$ cat src/rtl/data_mem_unit.sv
// Multi-cycle data-memory responder: word storage behind a MemRead/MemWrite handshake,
// stalling the datapath for LATENCY cycles and flagging misaligned or out-of-range requests.
module data_mem_unit #(
   parameter int unsigned DATA_WIDTH = 32,
   parameter int unsigned DEPTH      = 64,
   parameter int unsigned LATENCY    = 2
) (
   input  logic                  clk,
   input  logic                  reset,
   input  logic                  MemRead,
   input  logic                  MemWrite,
   input  logic [31:0]           Address,
   input  logic [DATA_WIDTH-1:0] WriteData,
   output logic [DATA_WIDTH-1:0] ReadData,
   output logic                  Stall,
   output logic                  Ready,
   output logic                  AddrError
);

   localparam int unsigned IdxW = $clog2(DEPTH);
   localparam int unsigned CntW = $clog2(LATENCY + 1);

   typedef enum logic [1:0] {StIdle, StBusy, StDone} state_e;

   state_e                stateQ, stateD;
   logic [CntW-1:0]       cntQ, cntD;
   logic [IdxW-1:0]       idxQ;
   logic [DATA_WIDTH-1:0] wdataQ;
   logic                  isReadQ;
   logic                  rejQ;

   logic [DATA_WIDTH-1:0] mem [DEPTH];

   logic                  req;
   logic                  reqBad;
   logic                  commit;
   logic                  zeroRead;
   logic [IdxW-1:0]       comIdx;
   logic                  comRead;
   logic [DATA_WIDTH-1:0] comData;

   always_comb begin
      req      = MemRead | MemWrite;
      reqBad   = (Address[1:0] != 2'b00) || (|Address[31:IdxW+2]) || (MemRead && MemWrite);
      stateD   = stateQ;
      cntD     = cntQ;
      Stall    = 1'b0;
      Ready    = 1'b0;
      AddrError = 1'b0;
      commit   = 1'b0;
      zeroRead = 1'b0;
      comIdx   = idxQ;
      comRead  = isReadQ;
      comData  = wdataQ;
      unique case (stateQ)
         StIdle: begin
            Stall = req;
            if (req) begin
               if (reqBad) begin
                  stateD   = StDone;
                  zeroRead = MemRead;
               end else if (LATENCY == 1) begin
                  // Single-cycle access commits straight from the live inputs.
                  stateD  = StDone;
                  commit  = 1'b1;
                  comIdx  = Address[IdxW+1:2];
                  comRead = MemRead;
                  comData = WriteData;
               end else begin
                  stateD = StBusy;
                  cntD   = CntW'(LATENCY - 1);
               end
            end
         end
         StBusy: begin
            Stall = 1'b1;
            cntD  = cntQ - CntW'(1);
            if (cntQ == CntW'(1)) begin
               stateD = StDone;
               commit = 1'b1;
            end
         end
         StDone: begin
            Ready     = ~reset;
            AddrError = rejQ & ~reset;
            stateD    = StIdle;
         end
         default: stateD = StIdle;
      endcase
      // Reset wins over any commit or rejection in the same cycle.
      if (reset) begin
         stateD   = StIdle;
         cntD     = '0;
         commit   = 1'b0;
         zeroRead = 1'b0;
      end
   end

   always_ff @(posedge clk) begin
      if (reset) begin
         stateQ   <= StIdle;
         cntQ     <= '0;
         rejQ     <= 1'b0;
         ReadData <= '0;
      end else begin
         stateQ <= stateD;
         cntQ   <= cntD;
         if (stateQ == StIdle && req) begin
            rejQ <= reqBad;
         end
         if (commit && comRead) begin
            ReadData <= mem[comIdx];
         end else if (zeroRead) begin
            ReadData <= '0;
         end
      end
   end

   always_ff @(posedge clk) begin
      if (stateQ == StIdle && req) begin
         idxQ    <= Address[IdxW+1:2];
         wdataQ  <= WriteData;
         isReadQ <= MemRead;
      end
   end

   always_ff @(posedge clk) begin
      if (commit && !comRead) begin
         mem[comIdx] <= comData;
      end
   end

endmodule

$ cat config.mk
export PLATFORM = sky130hd
export DESIGN_NAME = data_mem_unit
export DESIGN_NICKNAME = d
export VERILOG_FILES = /design/src/rtl/data_mem_unit.sv
export SDC_FILE = /design/constraint.sdc
export NUM_CORES = 2
export LEC_CHECK = 0
export ABC_AREA = 1
export BUFFER_PORTS_ARGS = -buffer_cell sky130_fd_sc_hd__buf_4
export CORE_AREA = 2 2 438 440
export DETAILED_ROUTE_END_ITERATION = 12
export DIE_AREA = 0 0 440 442
export SLEW_MARGIN = 20
export SYNTH_ARGS = -nofsm -noshare
export SYNTH_HDL_FRONTEND = slang
export SYNTH_SLANG_ARGS = --single-unit
$ cat constraint.sdc
create_clock -name clk -period 4.9 [get_ports clk]
set_input_delay 0.245 -clock clk [delete_from_list [all_inputs] [get_ports clk]]
set_output_delay 0.245 -clock clk [all_outputs]
set_load 0.01 [all_outputs]
==> impl_metrics.ini <==
[die]
core_um2 = 190000
io_pins = 103
num_rows = 160
fp.dieW_um = 440
fp.dieArea_um2 = 194000
start_util_pct = 44.8
die_h_um = 442

[clock_tree]
cts_inserted_buffers = 209
clk_latency_ps = 860
cts_max_level = 4
clock-sinks = 2130
clkTransAtPathRegs_ps = 60
cts_tree = built
cts_max_path_buffers = 3
ctsResizeCount = 0
cts_root_buf = clkbuf_16

[synth]
synth_simple_gate_area_share_pct = 22.0
syn_area_per_cell_um2 = 12.2
synth.distinct_cells = 21
syn_area_um2 = 84900
synth.area.mux_share_pct = 0
synthXorXnorAreaFrac_pct = 0
ys_seq_area_share_pct = 74.9
ys_seq_elements = 2130
syn_nets = 7024
yosysWarnings = 0
synth-compound-area-share_pct = 0.265
synthAdderAreaFrac_pct = 0.0147
synthCells = 6955
synth_top_family_by_area = simple AND/OR/NAND/NOR gates

[finish]
final_cells = 9730
fin_util_pct = 50.6
fin_nets = 7111
syn_to_final_growth_pct = 12.9
fin_area_um2 = 95900
most-common-layout-cells = nand2_1, edfxtp_1, nand3_1
drive_gt1_share_pct = 9.02
layout_commonest_cell = nand2_1

[grt]
antenna_found_initial = 6
grt_start_max_net_pins = 195
grt_pass1_wl_um = 354000
grt_pass1_vias = 51900
gr-usage-all-layers_pct = 24.5
overflow = 0

[critical_path]
r2r_end = mem[52][8]
reg2reg_depth = 10
max_stage_delay_ps = 870
cp_cell_sequence = inv_1 > nand2_1 > inv_1 > nand2_1 > nor2_1 > nand2_1 > nor2_1 > nand3_2 > nor2_4 > buf_4
endpoint_kind = flop
crit_path_frequent_cell = nand2_1
cp-startpoint = stateQ[1]
required_ps = 5450
cp.arrival_ps = 4250
rrSetupSlack_ps = 1200
cp_top_family = simple AND/OR/NAND/NOR gates
critPathLaunchType = flop
r2r-start = stateQ[1]
crit_fanout = 22
critPathBufInv = 3
critPathSlowestCell = nor2_4
critPathKind = reg -> reg

[pwr]
ir_worst_vdd_mv = 0.324
power_density_nw_per_um2 = 428
leakagePower_nw = 33.4
switching_share_pct = 26.3
p_switching_w = 0.0108
p_clk_share_pct = 38.1
internal-power_w = 0.0302
seq_power_share_pct = 49.5
power.share.combinational_pct = 12.4

[placed_design]
placed_cells_incl_taps = 9293
pre_cts_slack_ps = 1320
io_buffers = 102
finalWeightedCongestion = 0.840
dp_hpwl_um = 133000
placed_area_um2 = 88700

[timing]
finalCriticalPeriod_ps = 3700
fin_ws_ps = 1200
min_period_over_period_pct = 75.5
slew_headroom_pct = 21.8
fmax_mhz = 270
setup_viol = 0
worst_slew_pin_slew_ps = 1170
tns_ps = 0
hold_viol_final = 0
drv_slew = 0
grt_setup_unrepaired = no
fin_skew_ps = 62.8

[route]
route.detailed.drc = 0
antenna_left = 0
vias = 55200
drt_wl_total_um = 241000
dr.pass1.iters = 6
wl_per_cell_um = 24.8
via_per_inst = 5.67
drt_iter0_drc = 6449

[worst_hold_path]
min_from = WriteData[12]
hold_class = in -> reg
whs_endpoint = comData[12]
holdPathStages = 2

[outcome]
status = finished, final reports clean

[job]
maxCapViolations = 0
-- worst max-delay path by stage --
stage	end	cells after the start
2_1_floorplan	mem[11][0]	9
3_5_place_dp	mem[52][16]	10
3_3_place_gp	mem[52][11]	10
4_1_cts	mem[52][11]	10
6_report	mem[52][8]	10
5_1_grt	mem[28][5]	10
-- synthesized netlist by cell type --
cell type / number / area share, %
inv_1: 19 / 0.084
nor4_1: 2 / 0.015
a211oi_1: 1 / 0.0088
nor2_1: 86 / 0.38
inv_4: 1 / 0.0074
o21ai_0: 8 / 0.047
clkbuf_1: 93 / 0.41
nand3_1: 1988 / 12
edfxtp_1: 2087 / 74
nor3_1: 1 / 0.0059
dfxtp_1: 43 / 1.0
buf_6: 31 / 0.41
buf_4: 26 / 0.23
a21oi_1: 34 / 0.20
nand4_1: 3 / 0.022
nand2_1: 2219 / 9.8
a22oi_1: 1 / 0.0088
ha_1: 1 / 0.015
buf_1: 53 / 0.23
inv_2: 2 / 0.0088
buf_2: 256 / 1.5
-- stage by stage --
step | total power (W) | hold WS (ps)
finish | 0.0410 | 102
global route | 0.0422 | 77.0
CTS | 0.0412 | 41.1
detailed placement | 0.0257 | 425
global placement | 0.0257 | 424
floorplan | 0.0237 | 344
-- state kept, by name, summed over array words and instances (netlist names), named ones only --
name,count
comRead,1
ReadData,32
rejQ,1
cntQ,2
comIdx,6
comData,32
stateQ,2
mem,2048
-- area by class of cell --
| type | instances | area [um2] |
|---|---|---|
| diodes | 2 | 5.00 |
| inverters | 22 | 119 |
| fillers | 16100 | 93700 |
| clock inverters | 110 | 1010 |
| clock buffers | 276 | 5610 |
| flip-flops and latches | 2130 | 63500 |
| well taps | 2511 | 3140 |
| repair buffers | 335 | 3040 |
| multi-input cells | 4344 | 19400 |
-- per-layer routing --
metal | share of wire, % | global-route usage [%] | vias to the layer above
met5 | 0 | 0 | -
met4 | 4.4 | 10.3 | 0
met3 | 8.9 | 3.94 | 336
met2 | 45 | 36.7 | 2627
met1 | 41 | 35.4 | 27200
li1 | - | - | 25000
-- logic make-up after synthesis --
kind of cell / after synthesis
AND/OR/NAND/NOR: 4299
flip-flops: 2130
buffers and inverters: 481
AO/OA/AOI/OAI: 44
adder cells (fa/ha/maj): 1
-- timing repair --
item                      CTS  global route
setup buffers               0             0
hold buffers               46             0
hold endpoints to repair   82             0
-- power groups by stage --
stage / Clock [W] / Sequential, W / Combinational [W]
after CTS: 0.0158 / 0.0203 / 0.00506
after global routing: 0.0165 / 0.0203 / 0.00548
final: 0.0156 / 0.0203 / 0.00509
after floorplan: 0 / 0.0208 / 0.00286
after detailed placement: 0 / 0.0207 / 0.00502
after global placement: 0 / 0.0207 / 0.00498
No activity file was read; power rests on OpenSTA's default activity.
